[config.mk]
export PLATFORM = sky130hd
export DESIGN_NAME = rojobot_motion_sequencer
export DESIGN_NICKNAME = d
export VERILOG_FILES = /design/src/rtl/rojobot_motion_sequencer.sv
export SDC_FILE = /design/constraint.sdc
export NUM_CORES = 1
export LEC_CHECK = 0
export CAP_MARGIN = 20
export CORE_UTILIZATION = 52
export CTS_CLUSTER_SIZE = 25
export DETAILED_ROUTE_END_ITERATION = 12
export PLACE_DENSITY_LB_ADDON = 0.2
export SYNTH_ARGS = -nofsm -noshare
export SYNTH_HDL_FRONTEND = slang
export SYNTH_SLANG_ARGS = --single-unit
[constraint.sdc]
create_clock -name clk -period 6.9 [get_ports clk]
set_input_delay 0.69 -clock clk [delete_from_list [all_inputs] [get_ports clk]]
set_output_delay 0.69 -clock clk [all_outputs]
set_load 0.02 [all_outputs]
[src/rtl/rojobot_motion_sequencer.sv]
// Command-driven RojoBot wheel sequencer: runs a queued motion for a number of
// left-wheel steps, then stops on completion, abort or stall and pulses done.
module rojobot_motion_sequencer #(
    parameter int unsigned SETTLE_CYCLES  = 16,
    parameter int unsigned TO_W           = 24,
    parameter logic [TO_W-1:0] TIMEOUT_CYCLES = 24'd10_000_000
) (
    input  logic       clk,
    input  logic       reset,
    input  logic       cmd_valid,
    output logic       cmd_ready,
    input  logic [1:0] cmd_op,
    input  logic [7:0] cmd_steps,
    input  logic       abort,
    input  logic [7:0] left_pos,
    input  logic [7:0] right_pos,
    output logic       left_fwd,
    output logic       left_rev,
    output logic       right_fwd,
    output logic       right_rev,
    output logic       busy,
    output logic       done,
    output logic       fault,
    output logic [7:0] steps_left
);

    localparam int unsigned ST_W = (SETTLE_CYCLES > 1) ? $clog2(SETTLE_CYCLES) : 1;
    localparam logic [ST_W-1:0] SETTLE_LAST = ST_W'(SETTLE_CYCLES - 1);
    localparam logic [TO_W-1:0] TO_LAST     = TIMEOUT_CYCLES - TO_W'(1'b1);

    localparam logic [1:0] OP_FWD    = 2'b00;
    localparam logic [1:0] OP_REV    = 2'b01;
    localparam logic [1:0] OP_TURN_L = 2'b10;
    localparam logic [1:0] OP_TURN_R = 2'b11;

    typedef enum logic [1:0] {
        S_IDLE   = 2'b00,
        S_RUN    = 2'b01,
        S_SETTLE = 2'b10,
        S_DONE   = 2'b11
    } state_t;

    state_t          state_q, state_d;
    logic [1:0]      op_q, op_d;
    logic [7:0]      steps_q, steps_d;
    logic [TO_W-1:0] to_q, to_d;
    logic [ST_W-1:0] settle_q, settle_d;
    logic            fault_q, fault_d;
    logic [7:0]      prev_left_q;
    logic [3:0]      wheels_q, wheels_d;
    logic            busy_q, busy_d;
    logic            ready_q, ready_d;
    logic            done_q, done_d;
    logic            step_evt;
    logic            unused_right_pos;

    // Right wheel position is for monitoring only.
    assign unused_right_pos = ^right_pos;

    // Any change of the left counter is one step, including the FF->00 wrap.
    assign step_evt = (left_pos != prev_left_q);

    // State and output registers.
    always_ff @(posedge clk) begin
        if (reset) begin
            state_q     <= S_IDLE;
            op_q        <= OP_FWD;
            steps_q     <= 8'd0;
            to_q        <= {TO_W{1'b0}};
            settle_q    <= {ST_W{1'b0}};
            fault_q     <= 1'b0;
            prev_left_q <= 8'd0;
            wheels_q    <= 4'b0000;
            busy_q      <= 1'b0;
            ready_q     <= 1'b1;
            done_q      <= 1'b0;
        end else begin
            state_q     <= state_d;
            op_q        <= op_d;
            steps_q     <= steps_d;
            to_q        <= to_d;
            settle_q    <= settle_d;
            fault_q     <= fault_d;
            prev_left_q <= left_pos;
            wheels_q    <= wheels_d;
            busy_q      <= busy_d;
            ready_q     <= ready_d;
            done_q      <= done_d;
        end
    end

    // Next-state logic: abort beats a step, a step beats the stall timeout.
    always_comb begin
        state_d  = state_q;
        op_d     = op_q;
        steps_d  = steps_q;
        to_d     = to_q;
        settle_d = settle_q;
        fault_d  = fault_q;
        case (state_q)
            S_IDLE: begin
                if (cmd_valid) begin
                    op_d    = cmd_op;
                    steps_d = cmd_steps;
                    fault_d = 1'b0;
                    to_d    = {TO_W{1'b0}};
                    if (cmd_steps != 8'd0) begin
                        state_d = S_RUN;
                    end else begin
                        state_d = S_DONE;
                    end
                end else begin
                    state_d = S_IDLE;
                end
            end
            S_RUN: begin
                if (abort) begin
                    state_d = S_SETTLE;
                end else if (step_evt) begin
                    steps_d = steps_q - 8'd1;
                    to_d    = {TO_W{1'b0}};
                    if (steps_q == 8'd1) begin
                        state_d = S_SETTLE;
                    end else begin
                        state_d = S_RUN;
                    end
                end else if (to_q == TO_LAST) begin
                    fault_d = 1'b1;
                    state_d = S_SETTLE;
                end else begin
                    to_d = to_q + TO_W'(1'b1);
                end
            end
            S_SETTLE: begin
                if (settle_q == SETTLE_LAST) begin
                    settle_d = {ST_W{1'b0}};
                    state_d  = S_DONE;
                end else begin
                    settle_d = settle_q + ST_W'(1'b1);
                end
            end
            S_DONE: begin
                state_d = S_IDLE;
            end
            default: begin
                state_d = S_IDLE;
            end
        endcase
    end

    // Outputs are decoded from the next state so they line up with the state register.
    always_comb begin
        wheels_d = 4'b0000;
        if (state_d == S_RUN) begin
            case (op_d)
                OP_FWD:    wheels_d = 4'b1010;
                OP_REV:    wheels_d = 4'b0101;
                OP_TURN_L: wheels_d = 4'b0110;
                OP_TURN_R: wheels_d = 4'b1001;
                default:   wheels_d = 4'b0000;
            endcase
        end else begin
            wheels_d = 4'b0000;
        end
        busy_d  = (state_d != S_IDLE);
        ready_d = (state_d == S_IDLE);
        done_d  = (state_d == S_DONE);
    end

    assign {left_fwd, left_rev, right_fwd, right_rev} = wheels_q;
    assign busy       = busy_q;
    assign cmd_ready  = ready_q;
    assign done       = done_q;
    assign fault      = fault_q;
    assign steps_left = steps_q;

endmodule

Word level (Yosys, flattened, before mapping)
Index checks and enable logic that the tools add are counted.
{"block": "word_totals", "elab_cells": 69, "out_inout_bits": 16, "regBits": 56, "in_bits": 30}
{"block": "op_classes", "muxes": 26, "add_sub_neg": 3, "eq_ne": 18, "n_reduce_logical": 10, "bitwise_logic": 1}
{"operator": "24-bit two-way mux", "n": 4}
{"operator": "24-bit one-hot mux with 2 select lines", "n": 1}
{"operator": "24-bit by 1-bit adder with 24-bit output (second input constant)", "n": 1}
{"operator": "24-bit equality test (second input constant)", "n": 1}
{"operator": "8-bit two-way mux", "n": 3}
{"operator": "2-bit two-way mux", "n": 9}
{"operator": "4-bit one-hot mux with 4 select lines", "n": 1}
{"operator": "8-bit one-hot mux with 2 select lines", "n": 1}
{"operator": "2-bit equality test (second input constant)", "n": 5}
{"operator": "2-bit != test (second input constant)", "n": 5}
{"operator": "8-bit by 1-bit equality test with 1-bit output (second input constant)", "n": 1}
{"operator": "8-bit != test", "n": 1}
{"operator": "2-bit one-hot mux with 4 select lines", "n": 1}
{"operator": "4-bit AND reduction", "n": 2}
{"operator": "8-bit nonzero test", "n": 1}
{"operator": "8-bit by 1-bit subtractor with 8-bit output (second input constant)", "n": 1}
{"operator": "2-bit by 1-bit equality test with 1-bit output (second input constant)", "n": 3}
{"operator": "2-bit logical NOT", "n": 3}
{"operator": "5-bit AND reduction", "n": 1}
{"operator": "4-bit by 1-bit adder with 4-bit output (second input constant)", "n": 1}
{"operator": "4-bit equality test (second input constant)", "n": 1}
{"operator": "1-bit two-way mux", "n": 4}
{"operator": "4-bit two-way mux", "n": 1}
{"operator": "2-bit nonzero test", "n": 2}
{"operator": "4 further kinds", "n": 4}

Logic depth before layout (Yosys ltp)
{"block": "depth", "word_depth": 8, "depth_mapped": 8, "ltp_nobuf": 7}

Worst setup path before layout
Ideal clock, no wire load.
{"block": "synth_path", "path_kind": "input -> register", "startpoint": "input port left_pos[5]", "endpoint": "register to_q[2]", "path_buffers": 1, "arrival_time_ps": 2192, "required_ps": 6830, "setup_ps": 70, "cell_stages": 7, "setup_slack_ps": 4637, "path_cell_list": "xor2_1 nor4_4 nand3_1 clkbuf_1 nor3_1 nand3b_1 a21oi_1"}
{"block": "synth_via", "elab_chain_len": 4, "elab_cells_between_ends": 6, "classes_between": "eq/ne (2); mux (3); reduce/logical (1)"}
{"element": "start, declared", "line": "15", "rtl": "input logic [7:0] left_pos,"}
{"element": "8-bit != test (*)", "line": "61", "rtl": "assign step_evt = (left_pos != prev_left_q);"}
{"element": "24-bit two-way mux", "line": "119", "rtl": "end else if (step_evt) begin"}
{"element": "24-bit two-way mux", "line": "117", "rtl": "if (abort) begin"}
{"element": "24-bit one-hot mux with 2 select lines", "line": "100", "rtl": "case (state_q)"}
{"element": "end signal, assigned", "line": "69", "rtl": "to_q <= {TO_W{1'b0}};"}
{"element": "end signal, assigned", "line": "81", "rtl": "to_q <= to_d;"}
{"element": "end, declared", "line": "46", "rtl": "logic [TO_W-1:0] to_q, to_d;"}
Every way passes the cells marked *; elsewhere a longest branch is shown, timed or not. The select of a mux whose other input is x is not followed.
A chain may end at the register's enable or synchronous reset.

Worst setup path in the final report
{"block": "layout_path", "startpoint": "input port left_pos[5]", "endpoint": "register to_q[22]"}
Same word-level chain as after synthesis.

==> impl_table.tex <==
\begin{tabular}{lr}
\hline
Metric & Value \\
\hline
\multicolumn{2}{l}{\textbf{Run status}} \\
Result of the run & completed \\
\multicolumn{2}{l}{\textbf{STA}} \\
Number of hold violations in the final report & 0 \\
Worst slew slack as a fraction of its limit & 32.7\% \\
Count of pins over their slew limit & 0 \\
Total negative slack for setup checks & 0 ns \\
Post-route minimum period & 3.27 ns \\
Worst Max-Slew Pin Slew & 1.00 ns \\
Peak clock frequency supported by timing & 306 MHz \\
Final critical-path share of the clock period & 47.4\% \\
Clock Skews & 0.00959 ns \\
Count of final setup violators & 0 \\
Unrepaired setup endpoints after global routing & no \\
\multicolumn{2}{l}{\textbf{Finish}} \\
Net count, final & 407 \\
Post-Layout Cell Count & 444 \\
Layout Area Growth over Synthesis & 17.3\% \\
Ratio of cells with drive above 1 in the final layout & 5.61\% \\
Top library cells by usage in the layout, fill and taps aside & sky130\_fd\_sc\_hd\_\_dfxtp\_1 (56), sky130\_fd\_sc\_hd\_\_a21oi\_1 (39), sky130\_fd\_sc\_hd\_\_clkdlybuf4s50\_1 (37) \\
Most common cell after layout, fill and taps aside & sky130\_fd\_sc\_hd\_\_dfxtp\_1 \\
Total inserted antenna cells & 0 \\
\multicolumn{2}{l}{\textbf{Clock tree}} \\
CTS tree & done \\
Number of buffers inserted by hold repair at cts & 0 \\
Post-CTS clock slew at the launch and capture registers of the worst setup and hold paths & 0.10 ns \\
Source-to-sink clock delay at the later pin of the worst-skew pair & 0.32 ns \\
Maximum buffer depth of the clock tree & 2 \\
Number of CTS-inserted buffers & 5 \\
H-tree levels & 2 \\
Setup Buffers After CTS & 0 \\
Post\_cts resized & 0 \\
Number of clock sinks seen by CTS & 56 \\
CTS Root Cell & sky130\_fd\_sc\_hd\_\_clkbuf\_8 \\
\multicolumn{2}{l}{\textbf{Min path}} \\
Start point of the worst min-delay path & to\_q[15] \\
Number of stages on the worst hold path & 2 \\
Hold Path End & to\_q[15] \\
Classification of the worst-slack hold path & reg -> reg \\
\multicolumn{2}{l}{\textbf{Die}} \\
DIE HEIGHT & 75.7 microns \\
Full die area & 5730 sq um \\
Num rows & 26 \\
Standard cell core area & 5170 sq um \\
Initial Utilization & 54.6\% \\
Die boundary width & 75.7 microns \\
Number of top-level design ports & 46 \\
\multicolumn{2}{l}{\textbf{Power}} \\
Power per unit of standard cell area & 207 nW/um\^{}2 \\
Leakage power summed over all cells & 1.14 nW \\
Worst vdd rail ir drop & 0.149 mV \\
\multicolumn{2}{l}{\textbf{Critical path}} \\
Kind of capture point of the worst setup path & register \\
Category of the most critical setup path & in -> reg \\
Flop-to-flop setup slack & 3.99 ns \\
R2R cell count & 7 \\
Peak per-stage delay on the critical path & 0.88 ns \\
Data required time at the worst endpoint & 7.06 ns \\
Critical path fanouts, max & 16 \\
Cells along the critical path & clkdlybuf4s50\_1, xor2\_1, nor4\_4, nand3\_1, o21ai\_1, or4\_1, a21oi\_1 \\
CP Data Arrival Time & 3.43 ns \\
Worst R2R End & to\_q[22] \\
Cell at the slowest stage of the critical path & sky130\_fd\_sc\_hd\_\_o21ai\_1 \\
Kind of launch point of the worst setup path & input pin \\
Start of the worst register-to-register path & to\_q[0] \\
\multicolumn{2}{l}{\textbf{Place}} \\
Global placer's final weighted congestion & 0.844 \\
Placed wire-length estimate & 4480 microns \\
PortBufs & 37 \\
Instance count after placement with tap cells included & 436 \\
\multicolumn{2}{l}{\textbf{Yosys}} \\
Synthesis-stage register bit count & 56 \\
Mean Syn Cell Area & 8.21 sq um \\
Ys async rst share & 0\% \\
Most common flop cell mapped by yosys & sky130\_fd\_sc\_hd\_\_dfxtp\_1 \\
Synth unique cells & 54 \\
EDFF count, synth & 0 \\
Ys Warns & 0 \\
Count of mapped cells out of synthesis & 344 \\
Sequential area share after synthesis & 39.7\% \\
Post-synthesis net count & 378 \\
Cell area after synthesis & 2820 sq um \\
\multicolumn{2}{l}{\textbf{Drt}} \\
Number of remaining DRC errors & 0 \\
Number of design-rule violations left by the first detailed-router iteration & 255 \\
Remaining antenna violation count & 0 \\
1st-pass router iterations & 5 \\
Routed via count & 2629 \\
Number of vias per cell & 5.92 \\
Final routed wirelength across all metal layers & 6490 microns \\
DR WL/cell & 14.6 microns \\
\multicolumn{2}{l}{\textbf{GRT}} \\
Wire length of the first global-routing pass & 11000 microns \\
Global-route congestion overflow total & 0 \\
Initial antenna violation count & 0 \\
Via count of the first global-routing pass & 2368 \\
Pin count of the biggest net entering global routing & 40 \\
Aggregate global-route resource usage & 25.2\% \\
\multicolumn{2}{l}{\textbf{Run}} \\
Max-cap violation count & 0 \\
\hline
\end{tabular}
==> worst max-delay path: cells and delay by family <==
kind                      cells  cell delay, ns
and+or+nand+nor               3            1.18
xor gates and xnor gates      1            0.19
AOI/OAI and AO/OA             2            0.94
buffers and inverters         1            0.43
==> layout make-up <==
cell class	instances	area [sq um]
tap	70	87.6
clock buffer	5	68.8
fill	451	1860
sequential	56	1120
timing repair buffer	38	378
multi-input combinational	263	1600
clock inverter	3	23.8
inverter	9	33.8
==> metrics by stage <==
step | util [%] | area [sq um] | hold slack (ns) | worst slack (ns) | total power [mW]
3_3_place_gp | 62.2 | 3220 | 0.466 | 3.36 | 0.498
5_1_grt | 64.0 | 3310 | 0.499 | 3.37 | 0.715
4_1_cts | 64.0 | 3310 | 0.489 | 3.64 | 0.686
3_5_place_dp | 62.2 | 3220 | 0.468 | 3.32 | 0.500
2_1_floorplan | - | 2820 | 0.445 | 4.64 | 0.448
6_report | 64.0 | 3310 | 0.495 | 3.63 | 0.684
==> metal layers <==
layer | up-vias | track usage, % | part of all wire, %
met2 | 71 | 41.8 | 47
met3 | 7 | 4.50 | 4.0
met1 | 1237 | 34.0 | 48
met5 | - | 0 | 0
met4 | 0 | 6.38 | 1.1
li1 | 1314 | - | -
==> how the worst max path moves through the flow <==
stage                     start  endpoint
floorplan           left_pos[5]   to_q[2]
global placement    left_pos[5]  to_q[16]
detailed placement  left_pos[5]  to_q[22]
CTS                 left_pos[5]  to_q[22]
global route        left_pos[5]  to_q[22]
finish              left_pos[5]  to_q[22]
==> Yosys cell counts, drive strengths merged, types with 2 or more instances <==
library cell  instances  share of area, %
o21a                  2              0.53
a211oi                4               1.2
or4                  11               3.1
and4                  4               1.2
nand4                 5               1.3
nor2b                14               3.1
o41ai                 2              0.62
inv                   9               1.2
xor2                  6               1.9
xnor2                 6               1.9
a21oi                42               7.8
o21ai                22               3.9
a31oi                 3              0.66
dfxtp                56                40
a211o                 2              0.62
and3                  5               1.1
nand2                31               4.1
o32ai                 2              0.62
nand3                13               2.3
nor3                  9               1.8
nand2b                3              0.66
o31ai                 5               1.3
or3                   7               1.6
mux2i                 2              0.71
nor2                 32               4.3
nor3b                 2              0.53
nor4                  7               2.3
o211ai                5               1.8
buf                   3              0.75
clkbuf               13               1.7
ha                    4               1.8
a41oi                 2              0.62
or2                   2              0.44
==> power by group <==
part	total, mW	internal (mW)	switching (mW)	leakage [nW]
clock network	0.189	0.0723	0.117	0.0404
logic	0.142	0.0603	0.0818	0.639
registers	0.353	0.339	0.0147	0.457
==> cell families (layout without fill, tap and decap cells) <==
family	count (synthesis)	count (layout)	synth area share [%]
adder cells (fa/ha/maj)	4	4	1.77
XOR/XNOR	12	12	3.72
AND/OR/NAND/NOR	149	149	29.0
AO/OA/AOI/OAI	96	96	21.4
multiplexers	2	2	0.709
buffers and inverters	25	55	3.68
flip-flops	56	56	39.7
==> registers in the layout (all words and copies together) (netlist names) <==
name,count
settle_q,4
steps_left,8
state_q,2
to_q,24
busy,1
done,1
fault,1
cmd_ready,1
wheels_q,4
op_q,2
prev_left_q,8
Note: power is estimated with default switching activity, not from simulation.
